File: src/rtl/shared_ram_arbiter.sv
// Round-robin arbiter sharing one single-port 32-bit SRAM between an APB slave port and a PicoRV32 memory port.
// Define SHARED_RAM_ARB_APB_PRIO_EN to make APB win every tie (fixed priority) instead of round-robin.
module shared_ram_arbiter #(
  parameter int unsigned ADDR_WIDTH = 14
) (
  input  logic                  clk,
  input  logic                  reset,
  input  logic [15:0]           paddr,
  input  logic                  pwrite,
  input  logic                  psel,
  input  logic                  penable,
  input  logic [31:0]           pwdata,
  output logic [31:0]           prdata,
  output logic                  pready,
  input  logic                  mem_valid,
  input  logic [31:0]           mem_addr,
  input  logic [31:0]           mem_wdata,
  input  logic [3:0]            mem_wstrb,
  output logic                  mem_ready,
  output logic [31:0]           mem_rdata,
  output logic                  ram_en,
  output logic [3:0]            ram_we,
  output logic [ADDR_WIDTH-1:0] ram_addr,
  output logic [31:0]           ram_wdata,
  input  logic [31:0]           ram_rdata,
  output logic                  busy
);

  typedef enum logic [1:0] {
    IDLE = 2'd0,
    ACC  = 2'd1,
    RSP  = 2'd2,
    DONE = 2'd3
  } state_e;

  state_e                state_q;
  logic                  grant_q;
  logic                  wr_q;
  logic                  ram_en_q;
  logic [3:0]            ram_we_q;
  logic [ADDR_WIDTH-1:0] ram_addr_q;
  logic [31:0]           ram_wdata_q;
  logic                  pready_q;
  logic [31:0]           prdata_q;
  logic                  mem_ready_q;
  logic [31:0]           mem_rdata_q;
  logic                  busy_q;

  logic                  apb_req_c;
  logic                  core_req_c;
  logic                  pick_apb_c;
  logic [ADDR_WIDTH-1:0] apb_addr_c;
  logic [ADDR_WIDTH-1:0] core_addr_c;
  logic                  unused_addr_bits;

  assign apb_req_c   = psel & penable;
  assign core_req_c  = mem_valid;
  // Word addresses; upper byte-address bits are dropped so accesses alias within the RAM.
  assign apb_addr_c  = paddr[ADDR_WIDTH+1:2];
  assign core_addr_c = mem_addr[ADDR_WIDTH+1:2];
  assign unused_addr_bits = ^{paddr, mem_addr};

`ifdef SHARED_RAM_ARB_APB_PRIO_EN
  assign pick_apb_c = apb_req_c;
`else
  logic last_grant_q;

  // APB wins alone, or on a tie when the core was granted last.
  assign pick_apb_c = apb_req_c & (~core_req_c | ~last_grant_q);

  always_ff @(posedge clk or posedge reset) begin
    if (reset) begin
      last_grant_q <= 1'b0;
    end else if (state_q == IDLE && (apb_req_c || core_req_c)) begin
      last_grant_q <= pick_apb_c;
    end
  end
`endif

  always_ff @(posedge clk or posedge reset) begin
    if (reset) begin
      state_q     <= IDLE;
      grant_q     <= 1'b0;
      wr_q        <= 1'b0;
      ram_en_q    <= 1'b0;
      ram_we_q    <= 4'h0;
      ram_addr_q  <= '0;
      ram_wdata_q <= 32'h0;
      pready_q    <= 1'b0;
      prdata_q    <= 32'h0;
      mem_ready_q <= 1'b0;
      mem_rdata_q <= 32'h0;
      busy_q      <= 1'b0;
    end else begin
      case (state_q)
        IDLE: begin
          if (apb_req_c || core_req_c) begin
            state_q  <= ACC;
            busy_q   <= 1'b1;
            grant_q  <= pick_apb_c;
            ram_en_q <= 1'b1;
            if (pick_apb_c) begin
              ram_addr_q  <= apb_addr_c;
              ram_wdata_q <= pwdata;
              ram_we_q    <= pwrite ? 4'hF : 4'h0;
              wr_q        <= pwrite;
            end else begin
              ram_addr_q  <= core_addr_c;
              ram_wdata_q <= mem_wdata;
              ram_we_q    <= mem_wstrb;
              wr_q        <= |mem_wstrb;
            end
          end
        end
        ACC: begin
          state_q  <= RSP;
          ram_en_q <= 1'b0;
          ram_we_q <= 4'h0;
        end
        RSP: begin
          // RAM data is valid now; present it with the ready pulse next cycle.
          state_q <= DONE;
          if (grant_q) begin
            pready_q <= 1'b1;
            prdata_q <= wr_q ? 32'h0 : ram_rdata;
          end else begin
            mem_ready_q <= 1'b1;
            mem_rdata_q <= wr_q ? 32'h0 : ram_rdata;
          end
        end
        DONE: begin
          state_q     <= IDLE;
          busy_q      <= 1'b0;
          pready_q    <= 1'b0;
          prdata_q    <= 32'h0;
          mem_ready_q <= 1'b0;
          mem_rdata_q <= 32'h0;
        end
        default: state_q <= IDLE;
      endcase
    end
  end

  assign ram_en    = ram_en_q;
  assign ram_we    = ram_we_q;
  assign ram_addr  = ram_addr_q;
  assign ram_wdata = ram_wdata_q;
  assign pready    = pready_q;
  assign prdata    = prdata_q;
  assign mem_ready = mem_ready_q;
  assign mem_rdata = mem_rdata_q;
  assign busy      = busy_q;

endmodule

File: config.mk
export PLATFORM = sky130hd
export DESIGN_NAME = shared_ram_arbiter
export DESIGN_NICKNAME = d
export VERILOG_FILES = /design/src/rtl/shared_ram_arbiter.sv
export SDC_FILE = /design/constraint.sdc
export NUM_CORES = 1
export LEC_CHECK = 0
export BUFFER_PORTS_ARGS = -buffer_cell sky130_fd_sc_hd__clkbuf_2
export CORE_MARGIN = 1
export CORE_UTILIZATION = 49
export DETAILED_ROUTE_END_ITERATION = 12
export PLACE_DENSITY_LB_ADDON = 0.3
export SKIP_CTS_REPAIR_TIMING = 1
export SYNTH_ARGS = -nofsm -noshare
export SYNTH_HDL_FRONTEND = slang
export SYNTH_SLANG_ARGS = --single-unit
export TNS_END_PERCENT = 5
File: constraint.sdc
create_clock -name clk -period 8.23 [get_ports clk]
set_input_delay 0.823 -clock clk [delete_from_list [all_inputs] [get_ports clk]]
set_output_delay 0.823 -clock clk [all_outputs]
set_load 0.1 [all_outputs]
==> results by group, run 1 <==
Route
  • Remaining DRCs: 0
  • Number of routed nets with antenna violations: 0
  • Routed vias: 4458
  • Initial DRC count: 251
  • DRT Pass-1 Iters: 6
  • Routed WL: 12460 µm
  • WL/cell: 13.96 µm
  • Vias per cell: 4.992

Synth
  • Syn. warnings: 0
  • Post-synthesis sequential area ratio: 0.5897
  • Mapped Area: 0.005177 mm²
  • Mapped Nets: 661
  • Yosys reg bits: 122
  • Syn Inst Count: 502
  • Synth Area per Inst: 10.31 µm²
  • Synth unique cells: 28

STA
  • Clk_skew: 0.01524 ns
  • Hold Fails Final Rpt: 0
  • Fin Hold WS: 0.4229 ns
  • RSZ-0062 raised after global routing: false
  • Final period util: 0.2760
  • Fmax: 0.4402 GHz
  • Minimum clock period: 2.272 ns
  • Final Max Slew Viols: 0
  • Setup Viol. Count Final: 0
  • Setup TNS: 0 ns
  • Worst Max-Slew Pin Slew: 0.8192 ns
  • Slew headroom: 0.4539

Critical path
  • Worst stage delay on the critical path: 0.53 ns
  • R2R Path End: prdata[9]
  • Internal reg-to-reg setup slack: 5.96 ns
  • Arrival time of the worst setup path: 2.63 ns
  • Crit-path slowest cell: mux2i_4
  • Crit path from: state_q[0]
  • Worst setup EP type: register
  • CP Launch Type: register
  • Setup CP Type: register to register
  • CP required: 8.59 ns
  • Critical path cell sequence: inv_1 -> ha_1 -> mux2i_4 -> buf_4 -> o21ai_0
  • FF-to-FF path depth: 5
  • Worst Path Max Fanout: 48
  • Reg-to-Reg Start: state_q[0]

GRT
  • Initial antenna violation count: 0
  • Met3 GRT Util: 0.06550
  • Gr ovfl total: 0
  • First-pass GRT wire length: 20590 µm
  • Met1 usage: 0.2943
  • Global routing's busiest layer: met2
  • Vias in the first global route: 4306
  • GRT Total Usage: 0.2387
  • Largest net degree at the start of global routing: 66
  • Met2 Track Usage GR: 0.4007

Layout
  • Most common cell after layout, fill and taps aside: clkbuf_2
  • Layout area overhead: 34.78%
  • Nets: 904
  • Antenna diodes: 0
  • Most frequent cells in the layout: clkbuf_2 (251), nand2_1 (148), dfrtp_1 (122), o21ai_0 (74), mux2i_1 (46)
  • Multi-input gate area: 0.001868 mm²
  • Fillers: 870
  • Sequential standard cell area: 0.003053 mm²
  • Share of layout cells above drive strength 1: 0.3910

Run status
  • Outcome: finished, final reports clean

Die
  • DIE HEIGHT: 104.8 µm
  • Initial Util: 0.5038
  • Die width: 104.8 µm
  • Die area: 0.01098 mm²
  • Std-Cell Rows: 37
  • I/O pin count: 272
  • Placeable Area: 0.01028 mm²

Clocking
  • TritonCTS clock tree: done
  • Clock-pin slew on the worst setup and hold paths: 0.06 ns
  • Worst skew pair latency: 0.51 ns
  • Root buf cell: clkbuf_8
  • CTS H-Tree Depth: 4
  • TritonCTS Buffers: 17
  • Worst-case clock buffer depth: 2
  • Clk sink count: 122

Placed design
  • GP Congestion: 0.7898
  • HPWL after DPL: 9252 µm
  • Port bufs: 251

Min path
  • Hold Path Class: primary input to async pin

Job
  • Max Cap Viol: 0
-- worst max-delay path by stage --
stage          depth (start not counted)       endpoint
2_1_floorplan                          1           busy
4_1_cts                                5      prdata[9]
5_1_grt                                5      prdata[9]
6_report                               5      prdata[9]
3_3_place_gp                           5  ram_wdata[31]
3_5_place_dp                           5    ram_addr[2]
-- logic make-up after synthesis --
logic type | Yosys count | share of synthesized area
flip-flops | 122 | 0.5897
AO/OA/AOI/OAI | 132 | 0.1332
multiplexers | 47 | 0.09328
adder cells (fa/ha/maj) | 5 | 0.01208
AND/OR/NAND/NOR | 158 | 0.1199
buffers and inverters | 38 | 0.05196
-- area by class of cell --
type | count | share of cell area
clock buffer | 17 | 0.05935
timing repair buffer | 257 | 0.1865
inverter | 5 | 0.003048
multi-input combinational | 342 | 0.2677
sequential | 122 | 0.4375
clock inverter | 14 | 0.02152
tap | 136 | 0.02439
-- cell usage after synthesis, drive strengths merged --
cell type  count  share of area
and2b          1         0.0015
clkbuf         8         0.0060
nand3          2         0.0029
nor2           2         0.0015
and4           1         0.0017
dfrtp        122           0.59
o2bb2ai        5         0.0085
a21oi          7         0.0068
or4            1         0.0015
ha             5          0.012
a22oi          1         0.0015
nand2b         1         0.0012
inv            5         0.0036
buf           25          0.042
o21ai        119           0.12
or3            1         0.0012
mux2i         47          0.093
nand2        149           0.11
-- per-layer routing --
metal  vias to the layer above  share of wire
met3                        24          0.064
li1                       2175              -
met2                       189           0.50
met4                         0          0.018
met1                      2070           0.42
met5                         -              0
-- critical path, delay by kind of cell, from the launching register on --
kind	cells	cell delay, ns
mux	1	0.53
compound gates	1	0.21
buf+inv	2	0.60
flops	1	0.40
fa+ha+maj	1	0.39
-- registers in the layout, indices dropped and copies added (netlist names) --
register   count
mem_ready      1
ram_we         4
wr_q           1
busy           1
state_q        2
ram_en         1
ram_wdata     32
pready         1
grant_q        1
mem_rdata     32
ram_addr      14
prdata        32
-- stage by stage --
stage               instance area [µm²]  setup WS [ns]  utilization  instances
finish                             6978          5.958       0.6790        893
global route                       6978          5.749       0.6790        893
CTS                                6978          5.929       0.6790        893
detailed placement                 6414          5.594       0.6241        862
global placement                   6414          5.612       0.6241        862
floorplan                          5177          4.164            -        502
Power of run 1 is left out: the tool's default activity adds up to more than one toggle a clock period on the data nets, which glitch-free logic cannot reach.
==> run 2: changes to the inputs <==
Settings changed: ABC_AREA set to 1, CORE_UTILIZATION 49 to 43.
Clock period 8.23 ns to 2 ns, I/O delays scaled along.
==> run 2 against run 1 <==
  * Register-to-register slack got worse by 5.6 ns
  * Via count grew 27%
  * Largest cell class unchanged
  * First-iteration DRC count increased by 38%
  * Critical path depth up 2
  * Cell area up 16%
  * Critical endpoint is now ram_wdata[19]
  * Routed wire length rose by 27%
  * Clock-buffer cell count is 1 higher
  * Worst setup slack got worse by 5.6 ns
  * Maximum frequency is 42% higher
==> results by group, run 2 <==
Die
  • Std-Cell Rows: 42
  • Initial Util: 0.4464
  • Die area: 0.01444 mm²
  • I/O pin count: 272
  • Die width: 120.2 µm
  • Placeable Area: 0.01345 mm²
  • DIE HEIGHT: 120.2 µm

Route
  • Number of routed nets with antenna violations: 0
  • WL/cell: 13.06 µm
  • Vias per cell: 4.678
  • Routed vias: 5651
  • Initial DRC count: 347
  • DRT Pass-1 Iters: 4
  • Routed WL: 15770 µm
  • Remaining DRCs: 0

STA
  • Clk_skew: 0.009903 ns
  • Final WS setup: 0.4052 ns
  • Hold Fails Final Rpt: 0
  • Setup Viol. Count Final: 0
  • Slew headroom: 0.5027
  • Final Max Slew Viols: 0
  • Minimum clock period: 1.595 ns
  • Setup TNS: 0 ns
  • Final period util: 0.7974
  • Fmax: 0.6271 GHz
  • RSZ-0062 raised after global routing: false
  • Worst Max-Slew Pin Slew: 0.7444 ns

Synth
  • Syn Inst Count: 772
  • Syn. warnings: 0
  • Synth unique cells: 21
  • Synth Flop Type: dfrtp_1
  • Commonest cells in the netlist: nand2_1 (268), dfrtp_1 (122), inv_1 (121)
  • Yosys reg bits: 122
  • Cell with the most instances after synthesis: nand2_1
  • Async S/R FF share, synth: 1.000
  • Mapped Nets: 931
  • Synth top area share: 0.5083
  • Post-synth EDFFs: 0
  • Synth area leaders: dfrtp_1 (51%), nand2_1 (17%), inv_1 (7.6%)
  • Top cell type by total area after synthesis: dfrtp_1
  • Post-synthesis sequential area ratio: 0.5083
  • Mapped Area: 0.006006 mm²
  • Synth Area per Inst: 7.779 µm²

Placed design
  • GP Congestion: 0.8174
  • Setup slack at placement: 0.4257 ns
  • HPWL after DPL: 10880 µm
  • Placed instance area: 0.007440 mm²
  • Port bufs: 251

Layout
  • Util after Layout: 0.6028
  • Layout area overhead: 35.02%
  • Fillers: 1266
  • Final Cell Area: 0.008109 mm²
  • Most frequent cells in the layout: nand2_1 (267), clkbuf_2 (251), dfrtp_1 (122), inv_1 (120), nand3_1 (80)
  • Most common cell after layout, fill and taps aside: nand2_1
  • Nets: 1177
  • Share of layout cells above drive strength 1: 0.3046

Job
  • Max Cap Viol: 0

Clocking
  • Clk sink count: 122
  • TritonCTS clock tree: done
  • Root buf cell: clkbuf_16
  • Worst skew pair latency: 0.41 ns
  • Clock-pin slew on the worst setup and hold paths: 0.06 ns
  • CTS H-Tree Depth: 4
  • TritonCTS Buffers: 17
  • Worst-case clock buffer depth: 2

Min path
  • Worst Hold Launch: ram_rdata[22]
  • Endpoint, Worst Hold: prdata[22]
  • Hold path cells: 5
  • Hold Path Class: primary input to register

GRT
  • Vias in the first global route: 5371
  • Gr ovfl total: 0
  • Largest net degree at the start of global routing: 65
  • Initial antenna violation count: 1
  • GRT Total Usage: 0.2283
  • First-pass GRT wire length: 25890 µm

Critical path
  • CP Launch Type: register
  • CP required: 2.35 ns
  • Internal reg-to-reg setup slack: 0.41 ns
  • Arrival time of the worst setup path: 1.94 ns
  • Worst Path Max Fanout: 28
  • R2R Path End: ram_wdata[19]
  • FF-to-FF path depth: 7
  • Setup CP Type: register to register
  • Worst setup EP type: register
  • Reg-to-Reg Start: state_q[0]

Run status
  • Outcome: finished, final reports clean
-- run 2: changes by cell type in the layout (fill, tap and decap cells not counted), sizes merged, moves of 5 or more --
cell | before | now
nand2 | 149 | 273
a21oi | 7 | 1
buf | 6 | 19
o21ai | 119 | 39
mux2i | 47 | 0
o2bb2ai | 5 | 0
nand3 | 2 | 80
nor2 | 2 | 36
nand3b | 0 | 46
inv | 7 | 125
-- run 2: layer usage --
metal  vias to the layer above  track usage  share of wire
met1                      2553       0.2839           0.44
met5                         -            0              0
met3                        24      0.05660          0.067
li1                       2860            -              -
met4                         0      0.08828          0.020
met2                       214       0.3815           0.47
-- run 2: worst max-delay path by stage --
stage / cells after the start / endpoint / slack, ns / from
after detailed placement: 7 / prdata[23] / 0.43 / state_q[0]
final: 7 / ram_wdata[19] / 0.41 / state_q[0]
after CTS: 7 / prdata[23] / 0.40 / state_q[0]
after floorplan: 1 / busy / 0.30 / reset
after global routing: 7 / prdata[3] / 0.28 / state_q[0]
after global placement: 6 / prdata[15] / 0.45 / state_q[0]
-- run 2: cell families after synthesis --
kind of cell             synth area share
flip-flops                         0.5083
buffers and inverters              0.1225
adder cells (fa/ha/maj)           0.01042
AND/OR/NAND/NOR                    0.3208
AO/OA/AOI/OAI                     0.03792
-- run 2: through the flow --
stage                     std cells  hold WS, ns
final                          1208      0.07843
after global routing           1208      0.09645
after CTS                      1206     -0.08899
after detailed placement       1174       0.3530
after global placement         1174       0.3425
after floorplan                 772       0.3907
-- run 2: final cells by class --
| type | count | area, µm² | area share |
|---|---|---|---|
| Tap cell | 176 | 220.2 | 0.02716 |
| Inverter | 123 | 465.4 | 0.05740 |
| Multi-Input combinational cell | 483 | 2227 | 0.2746 |
| Clock inverter | 14 | 217.7 | 0.02685 |
| Timing Repair Buffer | 271 | 1484 | 0.1830 |
| Sequential cell | 122 | 3053 | 0.3765 |
| Clock buffer | 18 | 439.2 | 0.05416 |
| Antenna cell | 1 | 2.502 | 0.0003086 |
-- run 2: worst max-delay path, stage by stage, from the launching register on --
cell	delay, ns
dfrtp_1	0.40
inv_1	0.12
ha_1	0.23
inv_1	0.11
a21oi_4	0.13
buf_4	0.32
nand3_1	0.13
nand2_1	0.08
Power of run 2 is left out for the same reason.
==> run 3: changes to the inputs <==
Clock period 2 ns to 1.4 ns, I/O delays scaled along.
==> run 3 against run 2 <==
  * Cell area up 5.0%
  * First-iteration DRC count down 25%
  * The run now ends with setup timing left
  * Largest cell class unchanged
  * Maximum frequency up 7.7%
  * Die area unchanged
  * Non-clock buffer count up 20
  * Global-route usage down 0.80 points
  * Via count up 2.3%
==> results by group, run 3 (same netlist as run 2, synthesis figures left out) <==
Run status
  • Outcome: complete, but fails checks
  • Failing checks: setup timing

Critical path
  • Critical path cell sequence: ha_2 -> buf_4 -> nand2_4 -> o21ai_4 -> buf_12 -> clkbuf_16 -> nand2_1 -> o21ai_1
  • CP required: 1.70 ns
  • Worst stage delay on the critical path: 0.43 ns
  • WP buf/inv: 3
  • Arrival time of the worst setup path: 1.78 ns
  • Worst setup EP type: register
  • CP top delay family: buffers and inverters
  • Setup CP Type: register to register
  • CP Launch Type: register
  • Worst Path Max Fanout: 23
  • Crit-path slowest cell: dfrtp_2

Clocking
  • Worst skew pair latency: 0.41 ns
  • TritonCTS clock tree: done
  • Worst-case clock buffer depth: 2
  • TritonCTS Buffers: 17
  • Root buf cell: clkbuf_16
  • Clock-pin slew on the worst setup and hold paths: 0.06 ns
  • Clk sink count: 122
  • CTS H-Tree Depth: 4

Route
  • WL/cell: 13.16 µm
  • Routed WL: 16150 µm
  • Vias per cell: 4.711
  • Remaining DRCs: 0
  • Initial DRC count: 259
  • DRT Pass-1 Iters: 4
  • Number of routed nets with antenna violations: 0
  • Routed vias: 5780

Placed design
  • GP Congestion: 0.8041
  • Placed instance area: 0.007627 mm²
  • Port bufs: 251
  • HPWL after DPL: 10960 µm

Layout
  • Final Cell Area: 0.008518 mm²
  • Share of layout cells above drive strength 1: 0.3473
  • Antenna diodes: 0
  • Most frequent cells in the layout: nand2_1 (267), clkbuf_2 (168), dfrtp_1 (121), inv_1 (118), nand3_1 (80)
  • Nets: 1197
  • Layout area overhead: 41.83%
  • Util after Layout: 0.6332
  • Most common cell after layout, fill and taps aside: nand2_1

STA
  • Final Max Slew Viols: 0
  • Hold Fails Final Rpt: 0
  • RSZ-0062 raised after global routing: true
  • Setup Viol. Count Final: 80
  • Final period util: 1.058
  • Minimum clock period: 1.481 ns
  • Clk_skew: 0.007006 ns
  • Final WS setup: -0.08065 ns
  • Setup TNS: -2.476 ns
  • Fmax: 0.6754 GHz
  • Worst Max-Slew Pin Slew: 0.5596 ns
  • Slew headroom: 0.6285

Job
  • Max Cap Viol: 0

Die
  • Die area: 0.01444 mm²
  • Placeable Area: 0.01345 mm²
  • I/O pin count: 272
  • DIE HEIGHT: 120.2 µm
  • Initial Util: 0.4464
  • Die width: 120.2 µm
  • Std-Cell Rows: 42

GRT
  • Largest net degree at the start of global routing: 92
  • Gr ovfl total: 0
  • First-pass GRT wire length: 24840 µm
  • Vias in the first global route: 5219
  • Initial antenna violation count: 0
  • GRT Total Usage: 0.2204

Min path
  • Hold Path Class: primary input to register
## run 3: changes by cell type in the layout (fill, tap and decap cells not counted), sizes merged
| cell | before | now |
|---|---|---|
| buf | 19 | 117 |
| bufinv | 5 | 4 |
| clkbuf | 269 | 193 |
| clkinvlp | 1 | 3 |
| diode | 1 | 0 |
| inv | 125 | 122 |
## run 3: stage by stage
stage               instances  hold slack [ns]  worst slack, ns
floorplan                 772           0.3307          -0.2373
global placement         1187           0.2983         -0.04416
detailed placement       1187           0.3054         -0.09691
CTS                      1219          -0.1409          -0.1267
global route             1227          0.01623          -0.1509
finish                   1227          0.01595         -0.08065
## run 3: tightest hold or removal path: cells and delay by family
| family | cells | cell delay, ns |
|---|---|---|
| and+or+nand+nor | 3 | 0.13 |
| buffers and inverters | 2 | 0.12 |
## run 3: final timing paths
kind	from	end	slack (ns)	cells after the start
min in group asynchronous	reset	prdata[6]	0.42	4
worst min register to register	ram_en	ram_en	0.46	2
worst max register to register	state_q[1]	mem_rdata[27]	-0.08	8
worst max-delay path	state_q[1]	mem_rdata[27]	-0.08	8
max in group asynchronous	reset	state_q[1]	0.58	4
worst min-delay path	mem_wdata[6]	ram_wdata[6]	0.02	5
## run 3: final cells by class
| type | count | area, µm² |
|---|---|---|
| well taps | 176 | 220.2 |
| clock buffers | 20 | 446.7 |
| fillers | 1198 | 4935 |
| flip-flops and latches | 122 | 3054 |
| multi-input cells | 483 | 2327 |
| inverters | 123 | 467.9 |
| clock inverters | 12 | 172.7 |
| repair buffers | 291 | 1829 |
## run 3: layer usage
layer,share of wire,wire length [µm],track usage
met4,0.019,306,0.06953
met5,0,0,0
met1,0.43,6933,0.2730
met2,0.48,7728,0.3610
met3,0.073,1179,0.07453
Power of run 3 is left out for the same reason.
